**src/rtl/pipe_ctrl.sv**
```systemverilog
// Pipeline hazard/branch controller: tracks EX and WB destinations, stalls on RAW hazards
// and flushes for FLUSH_CYCLES cycles when a branch resolves taken in EX.
module pipe_ctrl #(
   parameter int unsigned FLUSH_CYCLES = 2,
   parameter int unsigned WB_BYPASS    = 0
) (
   input  logic        clock,
   input  logic        reset,
   input  logic        id_valid,
   input  logic [5:0]  id_rs,
   input  logic [5:0]  id_rt,
   input  logic        id_uses_rs,
   input  logic        id_uses_rt,
   input  logic        id_regWrite,
   input  logic [5:0]  id_rd,
   input  logic [1:0]  id_branch,
   input  logic        zero,
   input  logic        neg,
   output logic        stall,
   output logic        flush,
   output logic        pc_sel,
   output logic        issue,
   output logic [1:0]  state,
   output logic [15:0] stall_count
);

   typedef enum logic [1:0] {StRun = 2'b00, StStall = 2'b01, StFlush = 2'b10} state_e;

   localparam logic [1:0] FlushLoad = 2'(FLUSH_CYCLES - 1);
   localparam logic       UseWb     = (WB_BYPASS == 0);

   state_e      state_q;
   logic        ex_valid_q, ex_rw_q;
   logic [5:0]  ex_rd_q;
   logic [1:0]  ex_br_q;
   // The WB slot's branch field is never consulted, so it is not stored.
   logic        wb_valid_q, wb_rw_q;
   logic [5:0]  wb_rd_q;
   logic [1:0]  flush_cnt_q;
   logic [15:0] stall_cnt_q;

   logic ex_wr, wb_wr, rs_hit, rt_hit, hazard, taken, in_flush;

   assign ex_wr  = ex_valid_q & ex_rw_q;
   assign wb_wr  = wb_valid_q & wb_rw_q & UseWb;
   assign rs_hit = id_uses_rs & ((ex_wr & (ex_rd_q == id_rs)) | (wb_wr & (wb_rd_q == id_rs)));
   assign rt_hit = id_uses_rt & ((ex_wr & (ex_rd_q == id_rt)) | (wb_wr & (wb_rd_q == id_rt)));
   assign hazard = id_valid & (rs_hit | rt_hit);

   assign taken = ex_valid_q & ((ex_br_q == 2'b11) |
                                ((ex_br_q == 2'b01) & zero) |
                                ((ex_br_q == 2'b10) & neg));

   assign in_flush = (state_q == StFlush);

   // Outputs are forced low while reset is held, independent of the ID inputs.
   assign pc_sel      = ~reset & taken;
   assign flush       = ~reset & (taken | (in_flush & (flush_cnt_q != 2'd0)));
   assign stall       = ~reset & hazard & ~taken & ~in_flush;
   assign issue       = ~reset & id_valid & ~stall & ~flush;
   assign state       = state_q;
   assign stall_count = stall_cnt_q;

   always_ff @(posedge clock or posedge reset) begin
      if (reset) begin
         state_q     <= StRun;
         ex_valid_q  <= 1'b0;
         ex_rw_q     <= 1'b0;
         ex_rd_q     <= 6'd0;
         ex_br_q     <= 2'b00;
         wb_valid_q  <= 1'b0;
         wb_rw_q     <= 1'b0;
         wb_rd_q     <= 6'd0;
         flush_cnt_q <= 2'd0;
         stall_cnt_q <= 16'd0;
      end else begin
         ex_valid_q <= issue;
         ex_rw_q    <= issue & id_regWrite;
         ex_rd_q    <= issue ? id_rd : 6'd0;
         ex_br_q    <= issue ? id_branch : 2'b00;
         wb_valid_q <= ex_valid_q;
         wb_rw_q    <= ex_rw_q;
         wb_rd_q    <= ex_rd_q;

         if (stall && (stall_cnt_q != 16'hFFFF)) begin
            stall_cnt_q <= stall_cnt_q + 16'd1;
         end

         unique case (state_q)
            StRun: begin
               if (taken) begin
                  state_q     <= StFlush;
                  flush_cnt_q <= FlushLoad;
               end else if (hazard) begin
                  state_q <= StStall;
               end
            end
            StStall: begin
               if (taken) begin
                  state_q     <= StFlush;
                  flush_cnt_q <= FlushLoad;
               end else if (!hazard) begin
                  state_q <= StRun;
               end
            end
            StFlush: begin
               if (flush_cnt_q <= 2'd1) begin
                  state_q <= StRun;
               end
               if (flush_cnt_q != 2'd0) begin
                  flush_cnt_q <= flush_cnt_q - 2'd1;
               end
            end
            default: state_q <= StRun;
         endcase
      end
   end

endmodule

```
**config.mk**
```make
export PLATFORM = sky130hd
export DESIGN_NAME = pipe_ctrl
export DESIGN_NICKNAME = d
export VERILOG_FILES = /design/src/rtl/pipe_ctrl.sv
export SDC_FILE = /design/constraint.sdc
export NUM_CORES = 1
export LEC_CHECK = 0
export BUFFER_PORTS_ARGS = -buffer_cell sky130_fd_sc_hd__buf_2
export CAP_MARGIN = 40
export CELL_PAD_IN_SITES_DETAIL_PLACEMENT = 2
export CELL_PAD_IN_SITES_GLOBAL_PLACEMENT = 2
export CORE_MARGIN = 8
export CORE_UTILIZATION = 37
export CTS_BUF_LIST = sky130_fd_sc_hd__clkbuf_8
export CTS_CLUSTER_DIAMETER = 100
export CTS_CLUSTER_SIZE = 25
export DETAILED_ROUTE_END_ITERATION = 16
export MAX_ROUTING_LAYER = met4
export PLACE_DENSITY = 0.95
export REMOVE_ABC_BUFFERS = 1
export SLEW_MARGIN = 25
export SYNTH_ARGS = -nofsm -noshare
export SYNTH_HDL_FRONTEND = slang
export SYNTH_SLANG_ARGS = --single-unit
```
**constraint.sdc**
```tcl
create_clock -name clock -period 5.9 [get_ports clock]
set_input_delay 0.295 -clock clock [delete_from_list [all_inputs] [get_ports clock]]
set_output_delay 0.295 -clock clock [all_outputs]
set_load 0.02 [all_outputs]
```
==> flow_summary.yaml, run 1 <==
yosys:
  postSynth.asyncResetShare_pct: 100
  synth_enable_flop_cells: 0
  count_leader_synth: "dfrtp_1"
  seq_area_frac_synth_pct: 49.9
  synth.distinct_cells: 36
  post-synth-top-area-cell: "dfrtp_1"
  postSynthRegisterBits: 38
  synth.area.top_cells: "dfrtp_1, xor2_1, xnor2_1"
  synthesis.area_per_instance_um2: 11.5
  yosys_warnings: 0
  synthFlopType: "dfrtp_1"
  synth_largest_type_area_fraction_pct: 49.9
  synth.cell_area_mm2: 0.00190
  post_synth_inst_count: 166
  post_synth_most_frequent_cells: "dfrtp_1, xor2_1, xnor2_1"
detailed_routing:
  detailroute.wirelength.met3_um: 219
  route.top_layer_used: "met4"
  average_wire_length_per_cell_after_detail_routing_um: 20.4
  totalWireLength_um: 5940
  route.antenna.remaining_nets: 0
  drc: 0
  firstDrtPassIters: 4
  wl_met2_um: 3370
  drt_first_iter_violations: 58
  vias_per_cell: 5.16
  wirelength_met1_um: 2280
  route.vias.total: 1506
timing:
  final.setup_skew_ps: 17.1
  setup_viol_count_final: 0
  final.setup.worst_slack_ps: 3240
  max_freq_ghz: 0.376
  max_slew.worst_pin.slew_ps: 735
  fin_tns_setup_ps: 0
  count_of_final_hold_check_violations: 0
  post-route-min-period_ps: 2660
  min_period_over_period_pct: 45.1
  max_slew_margin_pct: 51.0
  grt_setup_unrepaired: "no"
  slew_violations: 0
critical_path:
  startpoint: "ex_rd_q[1]"
  critical_path.cell_chain: "xor2_1, or4_4, o22ai_4, a22o_2, a21oi_1, buf_2"
  critical-path-max-stage-delay_ps: 600
  worst_setup_path_start_kind: "flop"
  cp.required_ps: 5610
  worst-endpoint-arrival_ps: 2370
  timing.critical_path.fanout_max: 11
  critical_path.top_delay_family: "compound AO/OA/AOI/OAI gates"
  regToRegStartpoint: "ex_br_q[0]"
  worst_path_max_delay_cell: "a21oi_1"
  critical_path.n_buffers_inverters: 1
  timing.critical_path.to_type: "output pin"
  setup.worst_path.class: "reg -> out"
global_routing:
  antenna_found_initial: 0
  globalRouteTotalUtil_pct: 17.0
  pin_count_of_the_biggest_net_entering_global_routing: 41
  grt_pass1_vias: 1749
  grt.overflow.total: 0
  global_route_wire_length_before_repair_um: 9550
place:
  place_worst_setup_slack_ps: 3530
  gp_congestion: 0.783
  dp.cells: 284
  dpl.hpwl_um: 4600
  buffer_ports.inserted: 49
power:
  power_density_mw_per_mm2: 268
  power.static_leakage_nw: 1.23
  post-layout-total-power_mw: 0.633
  power.ir.vdd_worst_v: 0.000149
cts:
  clock_sink_count: 38
  root_buffer: "clkbuf_8"
  cts_tree: "built"
  clock_insertion_delay_worst_skew_ps: 300
  postCtsSetupBuffers: 0
  buffer_depth_of_the_longest_clock_path: 2
  htreeDepth: 2
  tritoncts.num_buffers: 5
  clk_pin_slew_ps: 90
  post_cts_resize_count: 0
  cts.hold.buffers_added: 0
floorplan:
  io-pin-count: 50
  std_cell_rows: 26
  floorplan.initialDensity_pct: 37.8
  design.core.area_mm2: 0.00504
  chipWidth_um: 87.7
  die_height_um: 87.7
  die_area_mm2: 0.00770
status:
  status: "finished, final reports clean"
hold_path:
  hold_path.class: "in -> async"
finish:
  area_delta_synth_final_pct: 24.2
  instances_no_fill: 292
  layout_cells_sized_above_1_pct: 30.2
  fin_nets: 252
  diodes: 0
run:
  maxCapViolCount: 0
## power by group
part	switching [mW]	internal (mW)	leakage, nW
Combinational	0.0460	0.0329	0.648
Clock	0.101	0.170	0.0683
Sequential	0.0117	0.272	0.512
## metal layers
metal,GRT usage (%),up-vias
met3,3.94,10
met2,31.5,36
li1,-,689
met4,3.91,0
met1,17.5,771
met5,-,-
## state kept, by name (all words and copies together) (netlist names)
signal / flops
ex_rd_q: 6
ex_br_q: 2
ex_valid_q: 1
flush_cnt_q: 2
stall_count: 16
wb_rw_q: 1
wb_rd_q: 6
state: 2
wb_valid_q: 1
ex_rw_q: 1
## kinds of logic after synthesis
family | count (synthesis) | synth area share [%]
flip-flops | 38 | 49.9
AO/OA/AOI/OAI | 15 | 7.95
AND/OR/NAND/NOR | 63 | 19.8
multiplexers | 1 | 0.591
XOR/XNOR | 39 | 17.9
buffers and inverters | 7 | 1.84
adder cells (fa/ha/maj) | 3 | 1.97
## metrics by stage
step / util, % / instance area, µm² / hold WS (ps)
after floorplan: - / 1890 / 354
after global placement: 44.2 / 2230 / 362
after detailed placement: 44.2 / 2230 / 384
after CTS: 46.9 / 2370 / 176
after global routing: 46.9 / 2370 / 208
final: 46.9 / 2370 / 156
## worst paths after layout
path	end	slack, ps	cells past startpoint
min in group clock	ex_rw_q	200	2
max in group asynchronous	ex_rd_q[4]	5370	3
hold / removal	ex_rw_q	160	3
setup reg to reg	stall_count[1]	3590	6
hold reg to reg	wb_rw_q	400	0
setup / recovery	issue	3240	6
## tightest hold or removal path, stage by stage
cell	delay, ps
buf_2	120
inv_1	60
buf_4	450
## cell type report
class / instances / area, µm²
Fill cell: 554 / 2680
Sequential cell: 38 / 951
Multi-Input combinational cell: 121 / 918
Timing Repair Buffer: 50 / 253
Tap cell: 70 / 87.6
Clock buffer: 5 / 68.8
Clock inverter: 3 / 68.8
Inverter: 5 / 18.8
## placed cells by master, fill, tap and decap left out, drive strengths merged
cell,netlist,layout
a21oi,2,2
a22o,1,1
a22oi,3,3
a31oi,2,2
and2,9,9
and3,1,1
and4,2,2
buf,2,50
bufinv,0,2
clkbuf,0,5
clkinv,0,1
dfrtp,38,38
ha,3,3
inv,5,5
mux2,1,1
nand2,8,8
nand2b,1,1
nand3,10,10
nand4,5,5
nor2,7,7
nor3,7,7
nor3b,1,1
nor4,4,4
nor4b,3,3
o211a,1,1
o21ai,2,2
o22ai,3,3
o32ai,1,1
or2,1,1
or4,4,4
xnor2,13,13
xor2,26,26
Note: power is estimated with default switching activity, not from simulation.
==> run 2: changes to the inputs <==
--- a/config.mk
+++ b/config.mk
@@ -10,13 +10,13 @@
 export CELL_PAD_IN_SITES_DETAIL_PLACEMENT = 2
 export CELL_PAD_IN_SITES_GLOBAL_PLACEMENT = 2
 export CORE_MARGIN = 8
-export CORE_UTILIZATION = 37
+export CORE_UTILIZATION = 31
 export CTS_BUF_LIST = sky130_fd_sc_hd__clkbuf_8
 export CTS_CLUSTER_DIAMETER = 100
 export CTS_CLUSTER_SIZE = 25
 export DETAILED_ROUTE_END_ITERATION = 16
 export MAX_ROUTING_LAYER = met4
-export PLACE_DENSITY = 0.95
+export PLACE_DENSITY = 0.85
 export REMOVE_ABC_BUFFERS = 1
 export SLEW_MARGIN = 25
 export SYNTH_ARGS = -nofsm -noshare
==> constraint.sdc (replaced) <==
create_clock -name clock -period 2.1 [get_ports clock]
set_input_delay 0.105 -clock clock [delete_from_list [all_inputs] [get_ports clock]]
set_output_delay 0.105 -clock clock [all_outputs]
set_load 0.02 [all_outputs]
==> run 2 against run 1 <==
  * The flow now finishes with violations (setup timing)
  * Global-route usage decreased by 2.8 points
  * Design area grew 16%
  * First-iteration DRC count fell by 36%
  * Utilization is 0.66 points lower
  * Clock skew decreased by 13 ps
  * Via count is 4.8% higher
  * Non-clock buffer count rose by 23
  * Setup slack worse by 3400 ps
  * Clock-buffer cell count did not move
  * Sequential share of layout area decreased by 5.5 points
  * Critical path depth grew 1
  * Critical endpoint is now stall
  * Highest routed layer unchanged
==> flow_summary.yaml, run 2 (synthesized netlist as in run 1, its figures left out) <==
status:
  status: "complete, but fails checks"
  violated_checks: "setup timing"
cts:
  clock_insertion_delay_worst_skew_ps: 300
  cts_tree: "built"
  buffer_depth_of_the_longest_clock_path: 2
  clock_sink_count: 38
  htreeDepth: 2
  tritoncts.num_buffers: 5
  root_buffer: "clkbuf_8"
  clk_pin_slew_ps: 70
critical_path:
  worst_setup_path_start_kind: "flop"
  timing.critical_path.fanout_max: 4
  cp.required_ps: 2000
  critical-path-max-stage-delay_ps: 550
  critical_path.cell_chain: "xor2_1, or4_4, o22ai_4, a22oi_4, buf_6, nor2_4, buf_6"
  timing.critical_path.to_type: "output pin"
  setup.worst_path.class: "reg -> out"
  worst-endpoint-arrival_ps: 2120
  worst_path_max_delay_cell: "or4_4"
  timing.critical_path.mode_cell: "buf_6"
floorplan:
  design.core.area_mm2: 0.00592
  chipWidth_um: 94.4
  die_area_mm2: 0.00891
  floorplan.initialDensity_pct: 32.2
  die_height_um: 94.4
  io-pin-count: 50
  std_cell_rows: 28
global_routing:
  grt_pass1_vias: 1790
  grt.overflow.total: 0
  global_route_wire_length_before_repair_um: 9430
  globalRouteTotalUtil_pct: 14.2
  antenna_found_initial: 0
  pin_count_of_the_biggest_net_entering_global_routing: 25
finish:
  multiInputGateArea_mm2: 0.00111
  area_delta_synth_final_pct: 43.8
  layout_common_cells: "buf_2, dfrtp_1, xor2_1"
  fin_nets: 275
  stdcell_area_mm2: 0.00274
  total_area_of_sequential_cells_um2: 951
  final_common_cell: "buf_2"
  layout_cells_sized_above_1_pct: 43.7
  fill_cells: 630
  diodes: 0
  largest_register_ff_count: 16
timing:
  post-route-min-period_ps: 2230
  count_of_final_hold_check_violations: 0
  min_period_over_period_pct: 106
  max_slew.worst_pin.slew_ps: 784
  slew_violations: 0
  setup_viol_count_final: 10
  grt_setup_unrepaired: "yes"
  max_freq_ghz: 0.449
  max_slew_margin_pct: 47.4
  final.setup.worst_slack_ps: -127
  final.setup_skew_ps: 4.37
place:
  place_worst_setup_slack_ps: -118
  placedInstanceArea_mm2: 0.00232
  dpl.hpwl_um: 4460
  gp_congestion: 0.792
  buffer_ports.inserted: 49
detailed_routing:
  totalWireLength_um: 6220
  route.antenna.remaining_nets: 0
  average_wire_length_per_cell_after_detail_routing_um: 19.4
  firstDrtPassIters: 4
  drt_first_iter_violations: 37
  route.vias.total: 1578
  vias_per_cell: 4.93
  drc: 0
power:
  power.static_leakage_nw: 1.48
  power.ir.vdd_worst_v: 0.000334
  power_density_mw_per_mm2: 610
run:
  maxCapViolCount: 0
hold_path:
  hold_path.class: "in -> reg"
-- run 2: cell count changes in the layout (fill, tap and decap cells not counted), moves of 3 or more --
cell and change:
nor4_1 -4, nor4_4 +4, buf_6 +5, nor3_4 +3, nor3_1 -5, buf_4 +19
-- run 2: worst paths after layout --
check / to / depth (start not counted) / slack, ps / from
min: ex_rd_q[3] / 2 / 10 / id_rd[3]
max: stall / 7 / -130 / ex_rd_q[5]
max in group asynchronous: stall_count[0] / 4 / 1230 / reset
min in group asynchronous: ex_br_q[1] / 4 / 540 / reset
max reg2reg: stall_count[2] / 8 / -90 / ex_rd_q[5]
min reg2reg: wb_rw_q / 0 / 390 / ex_rw_q
-- run 2: layer usage --
| metal | GRT usage, % | vias to the layer above | share of wire [%] |
|---|---|---|---|
| li1 | - | 740 | - |
| met3 | 3.81 | 7 | 4.6 |
| met4 | 3.57 | 0 | 1.0 |
| met1 | 15.0 | 796 | 39 |
| met5 | - | - | 0 |
| met2 | 25.4 | 35 | 55 |
-- run 2: power breakdown --
part	total [mW]	internal (mW)	leakage (nW)	switching (mW)
Sequential	0.791	0.763	0.512	0.0272
Clock	0.626	0.350	0.0579	0.276
Combinational	0.255	0.110	0.907	0.144
-- run 2: cell type report --
class | instances | share of cell area (%)
inverter | 5 | 0.685
clock buffer | 5 | 2.51
sequential | 38 | 34.7
multi-input combinational | 121 | 40.7
timing repair buffer | 73 | 16.5
tap | 75 | 3.43
clock inverter | 3 | 1.46
-- run 2: what timing repair did --
action | 4_1_cts | 5_1_grt
hold endpoints to repair | 14 | 0
endpoints found under the setup margin | 23 | 17
resized for setup | 22 | 19
pin swaps | 8 | 14
buffers inserted | 3 | 7
cloned | 0 | 0
hold buffers | 1 | 0
-- run 2: worst max-delay path, delay by kind of cell, from the launching register on --
family	cells	cell delay, ps
buffers and inverters	2	270
DFF	1	400
xor gates and xnor gates	1	160
and+or+nand+nor	2	660
AOI/OAI and AO/OA	2	340
-- run 2: stage by stage --
stage / util [%] / hold slack [ps] / power, mW / TNS [ps] / std cells
detailed placement: 39.3 / 296 / 1.03 / -958 / 301
global placement: 39.3 / 262 / 1.02 / -75.7 / 301
CTS: 43.5 / 8.69 / 1.67 / -1410 / 313
floorplan: - / 223 / 0.932 / -226 / 164
global route: 46.3 / 8.56 / 1.75 / -1940 / 320
finish: 46.3 / 9.65 / 1.67 / -655 / 320
==> run 3: changes to the inputs <==
--- a/config.mk
+++ b/config.mk
@@ -10,13 +10,14 @@
 export CELL_PAD_IN_SITES_DETAIL_PLACEMENT = 2
 export CELL_PAD_IN_SITES_GLOBAL_PLACEMENT = 2
 export CORE_MARGIN = 8
-export CORE_UTILIZATION = 31
+export CORE_UTILIZATION = 34
 export CTS_BUF_LIST = sky130_fd_sc_hd__clkbuf_8
 export CTS_CLUSTER_DIAMETER = 100
 export CTS_CLUSTER_SIZE = 25
 export DETAILED_ROUTE_END_ITERATION = 16
+export GPL_TIMING_DRIVEN = 1
 export MAX_ROUTING_LAYER = met4
-export PLACE_DENSITY = 0.85
+export PLACE_DENSITY = 0.88
 export REMOVE_ABC_BUFFERS = 1
 export SLEW_MARGIN = 25
 export SYNTH_ARGS = -nofsm -noshare
==> constraint.sdc (replaced) <==
create_clock -name clock -period 2.5 [get_ports clock]
set_input_delay 0.125 -clock clock [delete_from_list [all_inputs] [get_ports clock]]
set_output_delay 0.125 -clock clock [all_outputs]
set_load 0.02 [all_outputs]
==> run 3 against run 2 <==
  * The run now ends clean
  * Largest cell class is now sequential cells
  * Combinational power fell by 31%
  * Clock-buffer cell count rose by 1
  * Design area fell by 15%
  * Non-clock buffer count fell by 22
  * Sequential cell count did not move
  * Power fell by 24%
  * First-iteration DRC count did not move
  * Setup slack improved by 270 ps
  * Clock power fell by 31%
  * Die area fell by 7.4%
==> flow_summary.yaml, run 3 (synthesized netlist as in run 1, its figures left out) <==
global_routing:
  grt.overflow.total: 0
  globalRouteTotalUtil_pct: 14.5
  antenna_found_initial: 0
  grt_pass1_vias: 1734
  pin_count_of_the_biggest_net_entering_global_routing: 25
  global_route_wire_length_before_repair_um: 9260
critical_path:
  timing.critical_path.fanout_max: 16
  timing.critical_path.to_type: "output pin"
  cp.required_ps: 2380
  setup.worst_path.class: "reg -> out"
  worst-endpoint-arrival_ps: 2230
  worst_setup_path_start_kind: "flop"
timing:
  finalHoldWorstSlack_ps: 1.47
  final.setup_skew_ps: 5.25
  max_slew.worst_pin.slew_ps: 457
  setup_viol_count_final: 0
  min_period_over_period_pct: 94.2
  max_freq_ghz: 0.424
  grt_setup_unrepaired: "no"
  count_of_final_hold_check_violations: 0
  slew_violations: 0
  max_slew_margin_pct: 69.2
  post-route-min-period_ps: 2360
  final.setup.worst_slack_ps: 144
  fin_tns_setup_ps: 0
detailed_routing:
  totalWireLength_um: 5660
  firstDrtPassIters: 4
  drt_first_iter_violations: 37
  route.antenna.remaining_nets: 0
  average_wire_length_per_cell_after_detail_routing_um: 19.2
  drc: 0
  route.vias.total: 1472
  vias_per_cell: 4.99
floorplan:
  std_cell_rows: 27
  design.core.area_mm2: 0.00547
  die_area_mm2: 0.00825
  chipWidth_um: 90.8
  io-pin-count: 50
  floorplan.initialDensity_pct: 34.8
  die_height_um: 90.8
power:
  power.static_leakage_nw: 1.21
  power_density_mw_per_mm2: 545
  sw_frac_of_total_pct: 26.4
  switching_power_mw: 0.337
  power.ir.vdd_worst_v: 0.000173
  clock_power_share_pct: 33.7
  post-layout-total-power_mw: 1.27
  combPwrFrac_pct: 13.9
  seqPwrFrac_pct: 52.3
  internal-power_mw: 0.937
place:
  buffer_ports.inserted: 49
  dpl.hpwl_um: 4300
  placedInstanceArea_mm2: 0.00224
  dp.cells: 287
  gp_congestion: 0.739
  place_worst_setup_slack_ps: 242
cts:
  root_buffer: "clkbuf_8"
  cts_tree: "built"
  htreeDepth: 2
  clock_insertion_delay_worst_skew_ps: 290
  tritoncts.num_buffers: 5
  cts.hold.buffers_added: 0
  postCtsSetupBuffers: 0
  clk_pin_slew_ps: 70
  buffer_depth_of_the_longest_clock_path: 2
  clock_sink_count: 38
finish:
  area_delta_synth_final_pct: 22.7
  diodes: 0
  layout_common_cells: "buf_2, dfrtp_1, xor2_1"
  largest_register_ff_count: 16
  layout_cells_sized_above_1_pct: 31.4
  instances_no_fill: 295
  stdcell_area_mm2: 0.00234
  fin_nets: 253
  finish.utilization_pct: 42.7
  final_common_cell: "buf_2"
run:
  maxCapViolCount: 0
status:
  status: "finished, final reports clean"
hold_path:
  hold_path.class: "in -> async"
## run 3: area by class of cell
type                            instances  area (µm²)
Sequential cell                        38         952
Inverter                                5        18.8
Clock buffer                            6        82.6
Clock inverter                          2        8.76
Fill cell                             580        3140
Multi-Input combinational cell        121         925
Tap cell                               72        90.1
Timing Repair Buffer                   51         260
## run 3: layer usage
layer / GRT usage, % / routed length, µm / up-vias
li1: - / - / 692
met1: 15.5 / 2350 / 740
met2: 26.0 / 3050 / 31
met3: 3.08 / 165 / 9
met4: 4.91 / 99 / 0
met5: - / 0 / -
## run 3: power by group through the flow
| stage | Combinational (mW) | Clock [mW] | Sequential (mW) |
|---|---|---|---|
| 6_report | 0.177 | 0.429 | 0.667 |
| 3_3_place_gp | 0.167 | 0 | 0.675 |
| 2_1_floorplan | 0.110 | 0 | 0.673 |
| 5_1_grt | 0.201 | 0.465 | 0.669 |
| 4_1_cts | 0.183 | 0.444 | 0.667 |
| 3_5_place_dp | 0.178 | 0 | 0.679 |
## run 3: final timing paths
| check | start | to | slack [ps] | cells after the start |
|---|---|---|---|---|
| setup / recovery | ex_rd_q[0] | stall | 140 | 6 |
| hold / removal | reset | flush_cnt_q[0] | 1 | 3 |
| setup reg to reg | ex_br_q[0] | stall_count[1] | 210 | 6 |
| hold reg to reg | ex_rw_q | wb_rw_q | 390 | 0 |
| max in group asynchronous | reset | stall_count[3] | 2210 | 3 |
| min in group clock | id_rd[0] | ex_rd_q[0] | 40 | 2 |
## run 3: what timing repair did
item | CTS | global route
gates resized for setup | 1 | 2
gates cloned | 0 | 0
setup endpoints to repair | 1 | 1
## run 3: critical path, stage by stage (launching register included)
cell and delay, ps:
dfrtp_1 430, xor2_1 180, or4_1 510, o22ai_2 260, a22oi_4 180, nor2_2 180, buf_2 190
